### src/rtl/defines.sv
// rtl/defines.sv - shared datapath width macros for the pe lane
`ifndef PE_DEFINES_SV
`define PE_DEFINES_SV

`define XLEN 32
`define DATA_RANGE (`XLEN-1):0

`endif

### src/rtl/pe_seq_pkg.sv
// rtl/pe_seq_pkg.sv - states, uop struct and uop encodings for pe_seq
`include "defines.sv"

package pe_seq_pkg;

    localparam int XLEN = `XLEN;

    typedef enum logic [2:0] {
        S_IDLE,
        S_FLUSH,
        S_MAC,
        S_BIAS,
        S_RELU,
        S_OUT,
        S_DRAIN
    } state_t;

    // Bit order matches the 5-bit uop word understood by the pe.
    typedef struct packed {
        logic flush;
        logic in_valid;
        logic calc_bias;
        logic calc_relu;
        logic out_en;
    } uop_t;

    localparam logic [4:0] UOP_NOP    = 5'b00000;
    localparam logic [4:0] UOP_FLUSH  = 5'b10000;
    localparam logic [4:0] UOP_MAC    = 5'b01000;
    localparam logic [4:0] UOP_BIAS   = 5'b01100;
    localparam logic [4:0] UOP_RELU   = 5'b00010;
    localparam logic [4:0] UOP_OUT_EN = 5'b00001;

    // Attach out_en to a base uop when it is the final uop of the job.
    function automatic uop_t mk_uop(input logic [4:0] enc, input logic last);
        return uop_t'(enc | {4'b0000, last});
    endfunction

endpackage

### src/rtl/pe_seq.sv
// rtl/pe_seq.sv - dot-product job sequencer driving a single pe
//
// Ports:
//   clk, rst_n            clock, asynchronous active-low reset
//   cmd_*                 job command (len, bias enable, relu enable, bias value)
//   op_valid/op_ready     operand pair stream (op_x, op_w)
//   pe_*  (out)           uop bits and data buses into the pe
//   pe_result, pe_out_valid, pe_illegal_uop  status from the pe
//   res_valid/res_ready   result handshake to the consumer (res_data)
//   err                   sticky illegal-uop flag, cleared on command accept
`include "defines.sv"

module pe_seq
    import pe_seq_pkg::*;
#(
    parameter int CNT_W = 16
) (
    input  logic                clk,
    input  logic                rst_n,
    input  logic                cmd_valid,
    output logic                cmd_ready,
    input  logic [CNT_W-1:0]    cmd_len,
    input  logic                cmd_bias,
    input  logic                cmd_relu,
    input  logic [`DATA_RANGE]  cmd_bias_val,
    input  logic                op_valid,
    output logic                op_ready,
    input  logic [`DATA_RANGE]  op_x,
    input  logic [`DATA_RANGE]  op_w,
    output logic [`DATA_RANGE]  pe_x,
    output logic [`DATA_RANGE]  pe_weight,
    output logic                pe_in_valid,
    output logic                pe_flush,
    output logic                pe_out_en,
    output logic                pe_calc_bias,
    output logic                pe_calc_relu,
    input  logic [`DATA_RANGE]  pe_result,
    input  logic                pe_out_valid,
    input  logic                pe_illegal_uop,
    output logic                res_valid,
    output logic [`DATA_RANGE]  res_data,
    input  logic                res_ready,
    output logic                err
);

    state_t               state;
    state_t               next_state;
    logic [CNT_W-1:0]     cnt;
    logic                 bias_q;
    logic                 relu_q;
    logic [`DATA_RANGE]   bias_val_q;
    uop_t                 uop;
    logic                 accept;
    logic                 last_beat;

    assign accept    = cmd_valid && cmd_ready;
    assign last_beat = (cnt == CNT_W'(1));

    // Uops follow op_valid in the same cycle so a stalled operand stream
    // leaves the pe idle rather than inserting a bubble after each beat.
    always_comb begin
        uop        = uop_t'(UOP_NOP);
        pe_x       = '0;
        pe_weight  = '0;
        next_state = state;
        case (state)
            S_IDLE: begin
                if (accept) next_state = S_FLUSH;
            end
            S_FLUSH: begin
                uop = uop_t'(UOP_FLUSH);
                if (cnt != '0)   next_state = S_MAC;
                else if (bias_q) next_state = S_BIAS;
                else if (relu_q) next_state = S_RELU;
                else             next_state = S_OUT;
            end
            S_MAC: begin
                if (op_valid) begin
                    uop       = mk_uop(UOP_MAC, last_beat && !bias_q && !relu_q);
                    pe_x      = op_x;
                    pe_weight = op_w;
                    if (last_beat) begin
                        if (bias_q)      next_state = S_BIAS;
                        else if (relu_q) next_state = S_RELU;
                        else             next_state = S_DRAIN;
                    end
                end
            end
            S_BIAS: begin
                uop        = mk_uop(UOP_BIAS, !relu_q);
                pe_weight  = bias_val_q;
                next_state = relu_q ? S_RELU : S_DRAIN;
            end
            S_RELU: begin
                uop        = mk_uop(UOP_RELU, 1'b1);
                next_state = S_DRAIN;
            end
            S_OUT: begin
                uop        = uop_t'(UOP_OUT_EN);
                next_state = S_DRAIN;
            end
            S_DRAIN: begin
                if (pe_out_valid && res_ready) next_state = S_IDLE;
            end
            default: next_state = S_IDLE;
        endcase
    end

    assign pe_flush     = uop.flush;
    assign pe_in_valid  = uop.in_valid;
    assign pe_calc_bias = uop.calc_bias;
    assign pe_calc_relu = uop.calc_relu;
    assign pe_out_en    = uop.out_en;

    assign op_ready  = (state == S_MAC);
    assign res_valid = (state == S_DRAIN) && pe_out_valid;
    assign res_data  = (state == S_DRAIN) ? pe_result : '0;

    // cmd_ready is registered so it stays low while reset is asserted and
    // rises on the first clock after release.
    always_ff @(posedge clk or negedge rst_n) begin
        if (!rst_n) begin
            state      <= S_IDLE;
            cnt        <= '0;
            bias_q     <= 1'b0;
            relu_q     <= 1'b0;
            bias_val_q <= '0;
            cmd_ready  <= 1'b0;
            err        <= 1'b0;
        end else begin
            state     <= next_state;
            cmd_ready <= (next_state == S_IDLE);
            if (accept) begin
                cnt        <= cmd_len;
                bias_q     <= cmd_bias;
                relu_q     <= cmd_relu;
                bias_val_q <= cmd_bias_val;
            end else if (state == S_MAC && op_valid) begin
                cnt <= cnt - CNT_W'(1);
            end
            // A command accept clears err even if the pe flags the same cycle.
            if (accept)              err <= 1'b0;
            else if (pe_illegal_uop) err <= 1'b1;
        end
    end

endmodule

### config.mk
export PLATFORM = sky130hd
export DESIGN_NAME = pe_seq
export DESIGN_NICKNAME = d
export VERILOG_FILES = /design/src/rtl/pe_seq_pkg.sv /design/src/rtl/pe_seq.sv
export VERILOG_INCLUDE_DIRS = /design/src /design/src/rtl
export SDC_FILE = /design/constraint.sdc
export NUM_CORES = 1
export LEC_CHECK = 0
export BUFFER_PORTS_ARGS = -buffer_cell sky130_fd_sc_hd__buf_2
export CAP_MARGIN = 10
export CORE_AREA = 2 2 101 103
export CTS_CLUSTER_DIAMETER = 80
export DETAILED_ROUTE_END_ITERATION = 16
export DIE_AREA = 0 0 103 105
export GPL_ROUTABILITY_DRIVEN = 0
export MAX_ROUTING_LAYER = met4
export PLACE_DENSITY_LB_ADDON = 0.08
export SYNTH_ARGS = -nofsm -noshare
export SYNTH_HDL_FRONTEND = slang
export SYNTH_SLANG_ARGS = --single-unit
export TNS_END_PERCENT = 1
### constraint.sdc
create_clock -name clk -period 2.5 [get_ports clk]
set_clock_uncertainty 0.05 [all_clocks]
set_input_delay 0.5 -clock clk [delete_from_list [all_inputs] [get_ports clk]]
set_output_delay 0.5 -clock clk [all_outputs]
set_load 0.005 [all_outputs]
==> results of run 1 <==
power by group through the flow:
stage	Clock (mW)	Combinational [mW]	Sequential (mW)
floorplan	0	1.40	1.57
global placement	0	1.94	1.72
detailed placement	0	1.98	1.73
CTS	0.556	1.98	1.72
global route	0.596	2.27	1.84
finish	0.534	2.04	1.77
metal layers:
layer  routed length [um]  GRT usage  vias up
li1                     -          -     1809
met3                  712    0.03211       15
met5                    0          -        -
met4                  144    0.04605        0
met1                 4544     0.2325     1693
met2                 5810     0.3502      176
area by class of cell:
type	instances	area [um^2]	share of cell area
multi-input cells	292	2160	0.4089
well taps	133	166.4	0.03151
flip-flops and latches	55	1380	0.2613
clock inverters	3	27.53	0.005212
inverters	7	26.28	0.004975
repair buffers	272	1453	0.2751
clock buffers	5	68.82	0.01303
placed cells by master, fill, tap and decap left out, drive strengths merged:
cell      instances
buf             271
and2             68
dfrtp            55
mux2             36
nor2b            32
a22oi            32
nor2             27
a21oi            19
xnor2            13
nor4             12
inv               9
nand2             9
nor3              7
ha                6
clkbuf            6
nand3             5
or3               4
and3b             3
o21ai             3
a31oi             2
xor2              2
nor3b             2
nor4bb            1
and3              1
and4b             1
or4               1
a211oi            1
a211o             1
o211a             1
o21a              1
nand2b            1
or2               1
clkinvlp          1
registers in the layout, indices dropped and copies added (netlist names):
name,count
relu_q,1
err,1
state,3
cmd_ready,1
bias_q,1
cnt,16
bias_val_q,32
synth_stat cells:
library cell / n / area (um^2)
a22oi_1: 32 / 240.2
inv_1: 7 / 26.28
o21a_1: 1 / 7.510
mux2_2: 36 / 405.4
nor4_4: 1 / 21.27
and4b_1: 1 / 10.01
nor4_1: 5 / 31.28
and3_1: 1 / 6.260
nand2_1: 9 / 33.78
or4_4: 1 / 11.26
nor4bb_1: 1 / 10.01
clkbuf_1: 30 / 112.6
and3b_1: 3 / 26.28
xnor2_1: 13 / 113.9
ha_1: 6 / 75.07
a211oi_1: 1 / 7.510
nor3b_1: 2 / 15.01
buf_6: 1 / 11.26
nand2b_1: 1 / 6.260
nor2b_1: 32 / 200.2
o211a_1: 1 / 10.01
a31oi_1: 2 / 12.51
nand3_2: 1 / 10.01
nor4_2: 6 / 75.07
xor2_1: 2 / 17.52
a211o_1: 1 / 8.760
or2_2: 1 / 6.260
o21ai_0: 3 / 15.01
or3_1: 4 / 25.02
dfrtp_1: 55 / 1376
nand3_1: 4 / 20.02
a21oi_1: 19 / 95.09
nor2_1: 27 / 101.4
nor3_1: 6 / 30.03
and2_1: 68 / 425.4
nor3_2: 1 / 10.01
kinds of logic (layout without fill, tap and decap cells):
logic type                 Yosys count  count (layout)  share of synthesized area
AOI/OAI and AO/OA                   60              60                     0.1099
adders and majority gates            6               6                    0.02080
buffers and inverters               38             287                    0.04160
xor gates and xnor gates            15              15                    0.03640
muxes                               36              36                     0.1123
DFF                                 55              55                     0.3813
and+or+nand+nor                    175             175                     0.2977
stage by stage:
step           utilization  TNS (ns)
2_1_floorplan            -         0
5_1_grt             0.5479   -0.1103
3_5_place_dp        0.5266         0
6_report            0.5479         0
3_3_place_gp        0.5266         0
4_1_cts             0.5378         0
worst max-delay path: cells and delay by family, from the launching register on:
| family | cells | cell delay (ns) |
|---|---|---|
| DFF | 1 | 0.51 |
| AOI/OAI and AO/OA | 1 | 0.09 |
| and+or+nand+nor | 2 | 0.45 |
| buffers and inverters | 3 | 0.50 |
worst max-delay path by stage:
stage                   end  slack [ns]  cells past startpoint
4_1_cts           pe_out_en        0.02                      6
5_1_grt        pe_weight[7]       -0.01                      6
2_1_floorplan      pe_x[10]        0.27                      6
3_5_place_dp         cnt[5]        0.22                      7
3_3_place_gp         cnt[5]        0.27                      7
6_report       pe_weight[1]        0.08                      6
timing repair:
| item | 4_1_cts | 5_1_grt |
|---|---|---|
| resized for setup | 2 | 13 |
| endpoints found under the setup margin | 1 | 66 |
| buffers inserted | 0 | 2 |
| pin swaps | 0 | 1 |
| cloned | 0 | 2 |
==> impl_metrics.ini, run 1 <==
[timing]
drv_slew = 0
fin_crit_ns = 2.419
relSlewSlack = 0.6533
fin_ws_ns = 0.08076
hold_viol = 0
grt_setup_unrepaired = yes
setup-violations-final = 0
fin_crit_sh = 0.9677
max_freq_mhz = 413.4
holdWs_ns = 0.1017
worst_pin_slew_ns = 0.5200

[clocking]
htreeDepth = 2
cts_buffer_depth = 2
numCtsBuffers = 5
cts_sinks = 55
cts_hold_buf = 0
cts_tree = built
clkTransAtPathRegs_ns = 0.11
root_buffer = clkbuf_8
clock_latency_ns = 0.31

[yosys]
synth_cell_types = 36
syn_nets = 544
avgSynthCellArea_um2 = 9.376
ys.warnings.count = 0
syn_inst = 385
synth_area_mm2 = 0.003610
synth-seq-cells = 55
synth-seq-area-share = 0.3813

[global_route]
track_usage = 0.1981
grt-ovfl-total = 0
grt_pass1_wl_um = 16640
antenna_found_initial = 0
grt_max_degree = 71
grt_pass1_vias = 3469

[cells_and_area]
fin_area_mm2 = 0.005281
drive_gt1_frac = 0.5363
fillers = 972
final_nets = 792
final_cells = 767
antenna_cells = 0
area_growth_pct = 46.31

[floorplan]
dieArea_mm2 = 0.01082
core_mm2 = 0.009639
die_x_um = 103
start_util = 0.3745
die_h_um = 105
row_count = 36
num_io_pins = 258

[drt]
drc = 0
wl_um = 11210
via_per_inst = 4.815
dr_total_vias = 3693
first_pass_iters = 4
ant_nets = 0
drt_iter0_drc = 134
routedWlPerCell_um = 14.62

[worst_setup_path]
r2r_end = cmd_ready
reg2reg_depth = 5
cpPeakStageDelay_ns = 0.51
crit_chain = nor4bb_4 -> buf_4 -> buf_6 -> a22oi_1 -> nor2b_1 -> buf_2
cp-end-kind = primary output
setup.worst_path.start = state[2]
critPathSlowestCell = dfrtp_2
cp.required_ns = 1.95
cp.arrival_ns = 1.87
reg2reg_slack_ns = 0.19
path_max_fanout = 17
rr_startpoint = cnt[3]
worstSetupPathType = flop to primary output
cp-start-kind = flop

[power_and_ir_drop]
power_leakage_nw = 2.648
powerDensity_mw_per_mm2 = 821.9
power_mw = 4.340
clockPowerShare = 0.123
p_int_mw = 2.643
netSwitchingPower_mw = 1.697
seq_power_share = 0.408
power_frac_comb = 0.469
vdd_drop_max_v = 0.0003116
switching_share = 0.3910

[run]
maxCapViolCount = 0

[placed_design]
place_area_mm2 = 0.005076
port_buffers = 257
placedCellCount = 755
pre_cts_ws_ns = 0.2157
hpwl_um = 8330

[worst_hold_path]
hold_class = input port to async pin

[run_status]
status = complete, no violations
No activity file was read; power rests on OpenSTA's default activity.
==> run 2, diff against run 1 <==
Settings changed: CORE_AREA 2 2 101 103 to not set, CORE_ASPECT_RATIO set to 1.1, CORE_MARGIN set to 3, CORE_UTILIZATION set to 38, DIE_AREA 0 0 103 105 to not set.
Clock period 2.5 ns to 2.2 ns, I/O delays scaled along.
==> run 2 against run 1 <==
- the flow now finishes with violations (negative setup slack)
- power rose by 23%
- global-route usage increased by 1.0 points
- final area increased by 3.3%
- flip-flop and latch count did not move
- combinational power grew 27%
- clock power grew 48%
- largest power group unchanged
==> impl_metrics.ini, run 2 (synthesis results as in run 1) <==
[cells_and_area]
top_regs = bias_val_q: 32 flops, cnt: 16 flops, state: 3 flops
largest_register = bias_val_q
largest_reg_flops = 32
fillers = 841
final_cells = 760
mostFrequentLayoutCells = 254 x buf_2, 65 x and2_1, 52 x dfrtp_1
drive_gt1_frac = 0.5511
area_growth_pct = 51.16
final_nets = 804
antenna_cells = 0
layout_commonest_cell = buf_2
final_util = 0.6027
fin_area_mm2 = 0.005456

[worst_setup_path]
path_delay_family = buffers and inverters
cp-start-kind = flop
crit_chain = nor4bb_4 -> buf_6 -> buf_12 -> a22oi_1 -> nor2b_1 -> buf_2
critPathBufInv = 3
cpPeakStageDelay_ns = 0.46
reg2reg_slack_ns = 0.10
cp.required_ns = 1.71
worstSetupPathType = flop to primary output
cp.arrival_ns = 1.80
critPathSlowestCell = dfrtp_2
cp-end-kind = primary output
path_max_fanout = 26

[power_and_ir_drop]
seq_power_share = 0.364
power_leakage_nw = 2.754
switching_share = 0.3608
power_frac_comb = 0.488
netSwitchingPower_mw = 1.925
vdd_drop_max_v = 0.0004589
clockPowerShare = 0.148
power_mw = 5.335
powerDensity_mw_per_mm2 = 977.8
p_int_mw = 3.410

[timing]
holdWs_ns = 0.06262
fin_tns_setup_ns = -0.9549
fin_ws_ns = -0.08622
fin_crit_ns = 2.286
fin_crit_sh = 1.039
hold_viol = 0
max_freq_mhz = 437.4
drv_slew = 0
relSlewSlack = 0.7035
worst_pin_slew_ns = 0.4448
setup-violations-final = 33
grt_setup_unrepaired = yes

[placed_design]
placedCellCount = 743
place_area_mm2 = 0.005117
port_buffers = 257
hpwl_um = 8649
pre_cts_ws_ns = -0.02340

[clocking]
root_buffer = clkbuf_8
htreeDepth = 2
clock_latency_ns = 0.31
cts_tree = built
cts_sinks = 55
cts_hold_buf = 0
cts_buffer_depth = 2
clkTransAtPathRegs_ns = 0.11
numCtsBuffers = 5

[floorplan]
dieArea_mm2 = 0.01071
num_io_pins = 258
core_mm2 = 0.009054
row_count = 36
start_util = 0.3987
die_h_um = 108.2
die_x_um = 98.93

[global_route]
grt_pass1_vias = 3744
grt-ovfl-total = 0
antenna_found_initial = 0
grt_max_degree = 56
grt_pass1_wl_um = 17890
track_usage = 0.2084

[worst_hold_path]
hold_class = input port to async pin

[drt]
ant_nets = 0
wl_um = 11290
first_pass_iters = 5
via_per_inst = 4.939
dr_total_vias = 3754
drt_iter0_drc = 136
routedWlPerCell_um = 14.85
drc = 0

[run_status]
status = finished, violations left
violations = negative setup slack

[run]
maxCapViolCount = 0
-- run 2: worst paths after layout --
kind | startpoint | end | cells past startpoint
worst max-delay path | state[0] | pe_weight[19] | 6
worst min-delay path | rst_n | cnt[11] | 2
worst max register to register | cnt[4] | cnt[14] | 5
worst min register to register | err | err | 1
max in group asynchronous | rst_n | bias_val_q[10] | 2
min in group clk | cmd_bias_val[14] | bias_val_q[14] | 2
-- run 2: power by group through the flow --
stage / clock, mW / sequential [mW] / combinational (mW)
3_5_place_dp: 0 / 1.94 / 2.36
5_1_grt: 0.852 / 2.01 / 2.89
3_3_place_gp: 0 / 1.93 / 2.31
4_1_cts: 0.820 / 1.93 / 2.56
2_1_floorplan: 0 / 1.78 / 1.60
6_report: 0.790 / 1.94 / 2.60
-- run 2: per-layer routing --
metal  GRT usage  vias to the layer above  part of all wire
met5           -                        -                 0
met4     0.04000                        0            0.0086
met3     0.03613                        9             0.068
met2      0.3695                      147              0.53
met1      0.2504                     1765              0.39
li1            -                     1833                 -
-- run 2: timing repair --
action                                  in CTS  in global routing
endpoints found under the setup margin      73                101
cloned                                       1                  0
buffers inserted                             8                  0
gates resized for setup                     11                 18
pin swaps                                    4                  3
-- run 2: cell type report --
| cell class | count | area (um^2) | share of cell area |
|---|---|---|---|
| inverters | 7 | 26.28 | 0.004815 |
| well taps | 114 | 142.6 | 0.02614 |
| repair buffers | 284 | 1602 | 0.2935 |
| clock inverters | 2 | 60.06 | 0.01101 |
| clock buffers | 6 | 72.57 | 0.01330 |
| multi-input cells | 292 | 2173 | 0.3983 |
| flip-flops and latches | 55 | 1380 | 0.2529 |
==> run 3, diff against run 2 <==
Settings changed: CORE_ASPECT_RATIO 1.1 to not set, CORE_MARGIN 3 to not set.
==> run 3 against run 2 <==
- the run still ends with negative setup slack left
- via count is 1.3% higher
- wire length up 1.6%
- power is 0.13% higher
- flip-flop and latch count unchanged
- sequential power is essentially flat
- final cell count rose by 3.3%
- critical path type unchanged
- critical endpoint is now res_data[7]
- largest power group unchanged
==> impl_metrics.ini, run 3 (synthesis results as in run 1) <==
[global_route]
grt_pass1_vias = 3666
track_usage = 0.2280
grt_max_degree = 35
grt-ovfl-total = 0
antenna_found_initial = 0
grt_pass1_wl_um = 17260

[worst_setup_path]
critPathSlowestCell = dfrtp_2
cpPeakStageDelay_ns = 0.48
cp_common_cell = buf_4
cp-end-kind = primary output
cp-start-kind = flop
cp.required_ns = 1.71
worstSetupPathType = flop to primary output
path_max_fanout = 34
crit_chain = buf_4 -> buf_4 -> and3b_2 -> buf_12 -> and2_1 -> buf_2
cp.arrival_ns = 1.80

[clocking]
cts_buffer_depth = 2
clkTransAtPathRegs_ns = 0.11
numCtsBuffers = 5
cts_hold_buf = 0
cts_sinks = 55
clock_latency_ns = 0.32
htreeDepth = 2
root_buffer = clkbuf_8
cts_tree = built

[run_status]
violations = negative setup slack
status = finished, violations left

[power_and_ir_drop]
powerDensity_mw_per_mm2 = 966.6
power_leakage_nw = 2.795
power_mw = 5.342
vdd_drop_max_v = 0.0003975

[timing]
grt_setup_unrepaired = yes
fin_crit_ns = 2.290
drv_slew = 0
setup-violations-final = 83
worst_pin_slew_ns = 0.5831
fin_crit_sh = 1.041
fin_ws_ns = -0.09023
max_freq_mhz = 436.6
relSlewSlack = 0.6113
hold_viol = 0

[floorplan]
dieArea_mm2 = 0.009893
row_count = 35
start_util = 0.3907
die_x_um = 99.47
core_mm2 = 0.009240
die_h_um = 99.47
num_io_pins = 258

[placed_design]
port_buffers = 257
placedCellCount = 760
hpwl_um = 8468

[drt]
drt_iter0_drc = 96
drc = 0
via_per_inst = 4.842
ant_nets = 0
wl_um = 11460
first_pass_iters = 4
dr_total_vias = 3801
routedWlPerCell_um = 14.60

[worst_hold_path]
hold_class = input port to async pin

[cells_and_area]
largest_reg_flops = 32
layout_commonest_cell = buf_2
top_regs = bias_val_q: 32 flops, cnt: 16 flops, state: 3 flops
drive_gt1_frac = 0.5595
final_nets = 814
area_growth_pct = 53.10
mostFrequentLayoutCells = 256 x buf_2, 66 x and2_1, 52 x dfrtp_1
largest_register = bias_val_q
antenna_cells = 0
final_cells = 785

[run]
maxCapViolCount = 0
## run 3: critical path, delay by kind of cell, from the launching register on
kind / cells / cell delay (ns)
buffers and inverters: 4 / 0.57
flip-flops: 1 / 0.48
AND/OR/NAND/NOR: 2 / 0.44
## run 3: timing repair
| action | CTS | global route |
|---|---|---|
| buffers inserted | 10 | 6 |
| pin swaps | 4 | 8 |
| endpoints found under the setup margin | 91 | 104 |
| gates cloned | 1 | 0 |
| hold endpoints to repair | 0 | 0 |
| resized for setup | 21 | 11 |
## run 3: power by group
group	internal, mW	switching, mW
sequential	1.52	0.435
clock	0.369	0.348
combinational	1.46	1.21
total	3.35	1.99
## run 3: final timing paths
path / start / end / slack [ns] / depth (start not counted)
max: state[0] / res_data[7] / -0.09 / 6
min: rst_n / bias_q / 0.05 / 1
max reg2reg: cnt[2] / cmd_ready / -0.04 / 11
min reg2reg: err / err / 0.44 / 1
max in group asynchronous: rst_n / bias_val_q[30] / 1.46 / 2
min in group clk: pe_illegal_uop / err / 0.29 / 2
## run 3: per-stage QoR
step	hold WS, ns	setup WS (ns)	utilization	cell area, um^2	TNS, ns
floorplan	0.09441	0.03069	-	3610	0
CTS	0.07430	-0.07754	0.5874	5428	-1.417
global placement	0.4090	0.05011	0.5548	5126	0
finish	0.05367	-0.09023	0.5981	5527	-3.017
detailed placement	0.4165	0.01077	0.5548	5126	0
global route	0.09866	-0.2438	0.5981	5527	-12.83
## run 3: layout make-up
type / count / area, um^2
clock inverters: 2 / 35.03
multi-input cells: 292 / 2190
clock buffers: 6 / 82.58
flip-flops and latches: 55 / 1380
inverters: 7 / 26.28
repair buffers: 294 / 1652
well taps: 129 / 161.4
fillers: 851 / 3714
## run 3: routing by layer
metal / track usage / wire length, um
met1: 0.2556 / 4522
met2: 0.4209 / 6117
met3: 0.04287 / 713
met4: 0.04751 / 109
met5: - / 0
